**src/rtl/wbm_pkg.sv**
```systemverilog
// Shared types and response status codes for the Wishbone command master.
package wbm_pkg;

    typedef enum logic [1:0] {
        IDLE    = 2'd0,
        BUS     = 2'd1,
        RELEASE = 2'd2,
        RESP    = 2'd3
    } wbm_state_e;

    localparam logic [1:0] WBM_OK      = 2'b00;
    localparam logic [1:0] WBM_ERR     = 2'b01;
    localparam logic [1:0] WBM_TIMEOUT = 2'b10;
    localparam logic [1:0] WBM_STUCK   = 2'b11;

endpackage

```
**src/rtl/wbm_timeout_ctr.sv**
```systemverilog
// Cycle counter bounding time spent in BUS and RELEASE; expired at TIMEOUT_CYCLES-1.
module wbm_timeout_ctr
    import wbm_pkg::*;
#(
    parameter int unsigned TIMEOUT_CYCLES = 255
) (
    input  logic clk_i,
    input  logic rst_i,
    input  logic clr_i,
    input  logic en_i,
    output logic expired_o
);

    localparam int unsigned CW = $clog2(TIMEOUT_CYCLES);
    localparam logic [CW-1:0] LAST = CW'(TIMEOUT_CYCLES - 1);

    logic [CW-1:0] cnt_q;
    logic [CW-1:0] cnt_d;

    always_comb begin
        cnt_d = cnt_q;
        if (clr_i) begin
            cnt_d = '0;
        end else if (en_i) begin
            cnt_d = cnt_q + CW'(1);
        end
    end

    always_ff @(posedge clk_i or posedge rst_i) begin
        if (rst_i) begin
            cnt_q <= '0;
        end else begin
            cnt_q <= cnt_d;
        end
    end

    assign expired_o = (cnt_q == LAST);

endmodule

```
**src/rtl/wbm_cmd_master.sv**
```systemverilog
// Single-outstanding Wishbone master: valid/ready command in, classic single cycle on
// the bus, waits for ack/err release, then presents a registered response.
module wbm_cmd_master
    import wbm_pkg::*;
#(
    parameter  int unsigned BUS_DATA_WIDTH = 32,
    parameter  int unsigned BUS_ADDR_WIDTH = 8,
    parameter  int unsigned TIMEOUT_CYCLES = 255,
    localparam int unsigned BYTE_ENABLES   = BUS_DATA_WIDTH / 8
) (
    input  logic                      wb_clk_i,
    input  logic                      wb_rst_i,
    input  logic                      cmd_valid_i,
    output logic                      cmd_ready_o,
    input  logic                      cmd_we_i,
    input  logic [BUS_ADDR_WIDTH-1:0] cmd_adr_i,
    input  logic [BUS_DATA_WIDTH-1:0] cmd_dat_i,
    input  logic [BYTE_ENABLES-1:0]   cmd_sel_i,
    output logic                      rsp_valid_o,
    input  logic                      rsp_ready_i,
    output logic [BUS_DATA_WIDTH-1:0] rsp_dat_o,
    output logic [1:0]                rsp_status_o,
    output logic                      wbm_cyc_o,
    output logic                      wbm_stb_o,
    output logic                      wbm_we_o,
    output logic [BYTE_ENABLES-1:0]   wbm_sel_o,
    output logic [BUS_ADDR_WIDTH-1:0] wbm_adr_o,
    output logic [BUS_DATA_WIDTH-1:0] wbm_dat_o,
    input  logic [BUS_DATA_WIDTH-1:0] wbm_dat_i,
    input  logic                      wbm_ack_i,
    input  logic                      wbm_err_i
);

    wbm_state_e                state_q;
    logic                      cmd_ready_q;
    logic                      rsp_valid_q;
    logic [BUS_DATA_WIDTH-1:0] rsp_dat_q;
    logic [1:0]                rsp_status_q;
    logic                      cyc_q;
    logic                      stb_q;
    logic                      we_q;
    logic [BYTE_ENABLES-1:0]   sel_q;
    logic [BUS_ADDR_WIDTH-1:0] adr_q;
    logic [BUS_DATA_WIDTH-1:0] dat_q;

    logic expired;
    logic bus_done;
    logic cnt_clr;
    logic cnt_en;

    assign bus_done = wbm_err_i | wbm_ack_i | expired;
    // Counter runs only while waiting in BUS or RELEASE; any BUS exit restarts it for RELEASE.
    assign cnt_clr  = (state_q == IDLE) || (state_q == RESP) || ((state_q == BUS) && bus_done);
    assign cnt_en   = !cnt_clr;

    wbm_timeout_ctr #(
        .TIMEOUT_CYCLES(TIMEOUT_CYCLES)
    ) u_timeout_ctr (
        .clk_i    (wb_clk_i),
        .rst_i    (wb_rst_i),
        .clr_i    (cnt_clr),
        .en_i     (cnt_en),
        .expired_o(expired)
    );

    always_ff @(posedge wb_clk_i or posedge wb_rst_i) begin
        if (wb_rst_i) begin
            state_q      <= IDLE;
            cmd_ready_q  <= 1'b1;
            rsp_valid_q  <= 1'b0;
            rsp_dat_q    <= '0;
            rsp_status_q <= WBM_OK;
            cyc_q        <= 1'b0;
            stb_q        <= 1'b0;
            we_q         <= 1'b0;
            sel_q        <= '0;
            adr_q        <= '0;
            dat_q        <= '0;
        end else begin
            case (state_q)
                IDLE: begin
                    if (cmd_valid_i) begin
                        we_q        <= cmd_we_i;
                        adr_q       <= cmd_adr_i;
                        dat_q       <= cmd_dat_i;
                        sel_q       <= cmd_sel_i;
                        cyc_q       <= 1'b1;
                        stb_q       <= 1'b1;
                        cmd_ready_q <= 1'b0;
                        state_q     <= BUS;
                    end
                end
                BUS: begin
                    if (bus_done) begin
                        // err outranks ack when both arrive together
                        if (wbm_err_i) begin
                            rsp_status_q <= WBM_ERR;
                            rsp_dat_q    <= '0;
                        end else if (wbm_ack_i) begin
                            rsp_status_q <= WBM_OK;
                            rsp_dat_q    <= we_q ? '0 : wbm_dat_i;
                        end else begin
                            rsp_status_q <= WBM_TIMEOUT;
                            rsp_dat_q    <= '0;
                        end
                        cyc_q   <= 1'b0;
                        stb_q   <= 1'b0;
                        we_q    <= 1'b0;
                        sel_q   <= '0;
                        state_q <= RELEASE;
                    end
                end
                RELEASE: begin
                    if (!wbm_ack_i && !wbm_err_i) begin
                        rsp_valid_q <= 1'b1;
                        state_q     <= RESP;
                    end else if (expired) begin
                        if (rsp_status_q == WBM_OK) begin
                            rsp_status_q <= WBM_STUCK;
                        end
                        rsp_valid_q <= 1'b1;
                        state_q     <= RESP;
                    end
                end
                RESP: begin
                    if (rsp_ready_i) begin
                        rsp_valid_q <= 1'b0;
                        cmd_ready_q <= 1'b1;
                        state_q     <= IDLE;
                    end
                end
                default: state_q <= IDLE;
            endcase
        end
    end

    assign cmd_ready_o  = cmd_ready_q;
    assign rsp_valid_o  = rsp_valid_q;
    assign rsp_dat_o    = rsp_dat_q;
    assign rsp_status_o = rsp_status_q;
    assign wbm_cyc_o    = cyc_q;
    assign wbm_stb_o    = stb_q;
    assign wbm_we_o     = we_q;
    assign wbm_sel_o    = sel_q;
    assign wbm_adr_o    = adr_q;
    assign wbm_dat_o    = dat_q;

endmodule

```
**config.mk**
```make
export PLATFORM = sky130hd
export DESIGN_NAME = wbm_cmd_master
export DESIGN_NICKNAME = d
export VERILOG_FILES = /design/src/rtl/wbm_pkg.sv /design/src/rtl/wbm_timeout_ctr.sv /design/src/rtl/wbm_cmd_master.sv
export SDC_FILE = /design/constraint.sdc
export NUM_CORES = 1
export LEC_CHECK = 0
export CORE_ASPECT_RATIO = 1.5
export CORE_MARGIN = 2
export CORE_UTILIZATION = 39
export DETAILED_ROUTE_END_ITERATION = 10
export GPL_TIMING_DRIVEN = 0
export PLACE_DENSITY = 0.81
export SYNTH_ARGS = -nofsm -noshare
export SYNTH_HDL_FRONTEND = slang
export SYNTH_SLANG_ARGS = --single-unit
```
**constraint.sdc**
```tcl
create_clock -name wb_clk_i -period 2.6 [get_ports wb_clk_i]
set_clock_uncertainty 0.1 [all_clocks]
set_input_delay 0.26 -clock wb_clk_i [delete_from_list [all_inputs] [get_ports wb_clk_i]]
set_output_delay 0.26 -clock wb_clk_i [all_outputs]
set_load 0.01 [all_outputs]
```
==> results list <==
- The run finished with clean final reports.
- Setup repair after global routing missed its margin: false
- TritonCTS built the clock tree.
- For the pin with the worst max-slew slack, the measured transition is 475 ps.
- Worst reg2reg path endpoint: rsp_dat_o[10]
* Average wire per cell in the routed design: 15.8 microns
* Crit path required time: 2770 ps
* Fraction of power consumed by combinational cells: 44.6%
* Number of buffers and inverters on the critical path: 3
- The final layout contains routed wiring with a total length of 10.0 mm.
* Hold/Removal Path Class: in2async
- The synthesized netlist devotes 12.4% of its cell area to simple gates.
- The finished layout holds 634 standard cells, fillers aside.
* Count of buffers inserted at the top-level ports: 164
* Effective utilization at floorplan: 40.3%
- Remaining global-route overflow: 0
* GR Util met3: 3.58%
* Synth Net Count: 428
- Once placement completed, the tool counted placed cells totaling 619.
- Final Hold Fails: 0
- Commonest non-fill, non-tap cell in the layout: sky130_fd_sc_hd__clkdlybuf4s50_1
- The number of antenna violations at the first check in global routing was 0.
- Max-slew violation count: 0
- Power density over the cells: 1170 nW/um^2
- Vertical extent of the die: 127 microns
- In this run the deepest clock path goes through 2 buffers.
* Netlist area before placement: 3930 sq um
- Dividing the synthesized area by the synthesized cell count gives 11.6 sq um.
- Number of max-cap violations: 0
- Timing endpoint of the critical path: rsp_dat_o[10]
- Setup tns final: 0 ps
- Register bit count reported by yosys: 92
* Cts-stage hold buffer count: 0
- Worst setup slack for register-to-register paths: 560 ps
- Total half-perimeter wirelength after legalization and detailed placement: 7.60 mm
- Category of the critical setup timing path: reg2reg
* Share of final-layout standard cells stronger than drive strength 1: 11.8%
* Combinational family with the most area after synthesis: simple AND/OR/NAND/NOR gates
- For this run, the slowest stage of the critical path takes 440 ps.
* Vias in the first global route: 3452
- The number of gates resized after CTS was 0.
- Area of the core region: 9740 sq um
- The analysis attributes to net switching a power of 2.29 mW.
* N_diodes: 0
- Routability congestion estimate: 0.739
- Ratio of final minimum period to clock period: 78.6%
* Post-CTS setup buffer count: 0
* DRC errors left: 0
- For met1 alone, demand over resource in global routing was 21.3%.
- Reg-to-reg critical path startpoint: state_q[1]
* Highest Clock Rate: 0.489 GHz
- Worst setup path startpoint: state_q[1]
- Setup violations remaining at the end of the flow were counted as 0.
- Critical path startpoint category: register
- After Yosys synthesis, XOR and XNOR cells account for 1.34% of the synthesized area.
- In this run, CTS created clock tree buffers numbering 9.
* Number of warnings issued by yosys: 0
- Wire length of the first global-routing pass: 16.1 mm
* Proportion of synthesized area in mux cells: 12.4%
- First-pass detailed-route iteration total: 4
- Peak supply drop: 663 uV
- After clock tree synthesis, the clock-pin slew on the worst setup and hold paths is 60 ps.
- Among all flip-flop cells after synthesis, the most frequent one is sky130_fd_sc_hd__dfrtp_1.
- Register share of total power: 34.8%
- The smallest clock period supported by the final layout is computed as 2040 ps.
- Total chip power: 7.12 mW
- Of all nets on the critical path, the largest fanout is 10.
- For this design the static power due to leakage is 2.72 nW.
- The die covers 10900 sq um.
- For met2 alone, demand over resource in global routing was 33.3%.
- Data arrival time at the worst-slack endpoint: 2220 ps
- The most numerous cell type found on the critical path is sky130_fd_sc_hd__clkbuf_1.
- All-Layer GR Usage: 18.6%
- Leaving out fill and tap cells, the most frequent cells in the layout are sky130_fd_sc_hd__clkdlybuf4s50_1 (164), sky130_fd_sc_hd__dfrtp_1 (91), sky130_fd_sc_hd__nand2_1 (36).
- Fraction of registers with async set/reset: 100%
* I/O pin total: 166
* Ratio of routed vias to standard cells: 5.21
- Synth Instances: 338
- Worst-skew pair later-pin latency: 330 ps
- The internal power of the cells totals 4.83 mW.
- Pin count of the biggest net entering global routing: 45
- The routed layout has 3302 vias.
* Layout net count: 605
* Adder and majority gate portion of the synthesized area: 2.23%
- Critical-path cell with the highest stage delay: sky130_fd_sc_hd__clkbuf_1
* Number of logic stages on the critical path including buffering: 6
- Summing the areas of all compound-gate instances in the mapped netlist gives 9.46% of the synthesized area.
* Number of nets with antenna violations after routing: 0
- Family of cells with the greatest summed delay on the critical path: buffers and inverters
- The share of the Yosys chip area taken by registers is 58.6%.
- Post-route worst hold slack: 89.6 ps
- The die is 86.0 microns wide.
- Number of clock sinks: 92
- Prior to clock tree synthesis, the placed netlist has a worst setup slack of 607 ps.
- In this run the most used layer during global routing was met2.
- Worst Reg2Reg Path Length in Cells: 6
- DR iter-0 viols: 132
* Std cell rows: 44
* Area growth syn-to-layout: 55.2%
* Sort of element at the end of the critical path: register
* Final Worst Setup Slack: 556 ps
- In this run, distinct cell masters in the synthesized netlist total 35.
- Walking the worst path, the cells encountered are inv_1 > ha_1 > clkbuf_1 > clkbuf_1 > nand4_1 > nand2_1.
* Share of total power in the clock network: 20.6%
* CTS H-tree depth: 3
* Headroom to the max-slew limit: 68.3%
- Clock root buffer: sky130_fd_sc_hd__clkbuf_16
- Net switching is 32.2% of the power.
- Yosys mapped a number of flops with a built-in enable equal to 0.
[area by class of cell]
class                      count  area [sq um]
fill                         806          3650
inverter                       9          37.5
multi-input combinational    213          1490
clock buffer                  10           239
timing repair buffer         166          1680
sequential                    92          2300
tap                          115           144
clock inverter                 5           100
buffer                        24           108
[power groups by stage]
stage	registers, mW	clock network, mW	logic, mW
after floorplan	2.74	0	1.17
after global placement	2.46	0	3.10
after detailed placement	2.49	0	3.21
after CTS	2.48	1.50	3.22
after global routing	2.56	1.57	3.44
final	2.48	1.47	3.18
[state kept, by name, summed over array words and instances, names as in the netlist]
| name | count |
|---|---|
| wbm_adr_o | 8 |
| rsp_valid_o | 1 |
| rsp_status_o | 2 |
| state_q | 2 |
| cmd_ready_o | 1 |
| wbm_sel_o | 4 |
| u_timeout_ctr.cnt_q | 8 |
| rsp_dat_o | 32 |
| wbm_we_o | 1 |
| wbm_dat_o | 32 |
| wbm_stb_o | 1 |
[per-stage QoR]
step | instance area [sq um] | util, %
after floorplan | 3930 | -
after global placement | 5720 | 58.7
after detailed placement | 5760 | 59.1
after CTS | 6100 | 62.6
after global routing | 6100 | 62.6
final | 6100 | 62.6
[cell families after synthesis]
logic type | count (synthesis)
adders and majority gates | 7
and+or+nand+nor | 95
DFF | 92
xor gates and xnor gates | 6
buffers and inverters | 33
muxes | 43
AOI/OAI and AO/OA | 62
[cells in the mapped netlist, types with 6 or more instances]
master,count,area (sq um)
sky130_fd_sc_hd__inv_1,9,33.8
sky130_fd_sc_hd__mux2_1,13,146
sky130_fd_sc_hd__o2bb2ai_1,6,52.6
sky130_fd_sc_hd__mux2_2,27,304
sky130_fd_sc_hd__nand4_1,33,206
sky130_fd_sc_hd__buf_2,8,40.0
sky130_fd_sc_hd__o21ai_1,12,60.1
sky130_fd_sc_hd__clkbuf_1,14,52.6
sky130_fd_sc_hd__o21ai_0,26,130
sky130_fd_sc_hd__ha_1,7,87.6
sky130_fd_sc_hd__dfrtp_1,91,2280
sky130_fd_sc_hd__nor2_1,12,45.0
sky130_fd_sc_hd__nand2_1,36,135
[metal layers]
metal | part of all wire (%) | vias up
li1 | - | 1553
met1 | 39 | 1609
met2 | 53 | 127
met3 | 6.5 | 13
met4 | 1.9 | 0
met5 | 0 | -
[worst min-delay path by stage]
stage	from	depth (start not counted)	slack, ps	to
CTS	wb_rst_i	2	90	wbm_dat_o[0]
global placement	rsp_dat_o[16]	2	370	rsp_dat_o[16]
floorplan	cmd_dat_i[18]	1	290	wbm_dat_o[18]
detailed placement	rsp_dat_o[26]	2	380	rsp_dat_o[26]
finish	wb_rst_i	2	90	wbm_dat_o[0]
global route	wb_rst_i	2	110	wbm_dat_o[0]
Power figures use the tool's default switching activity.
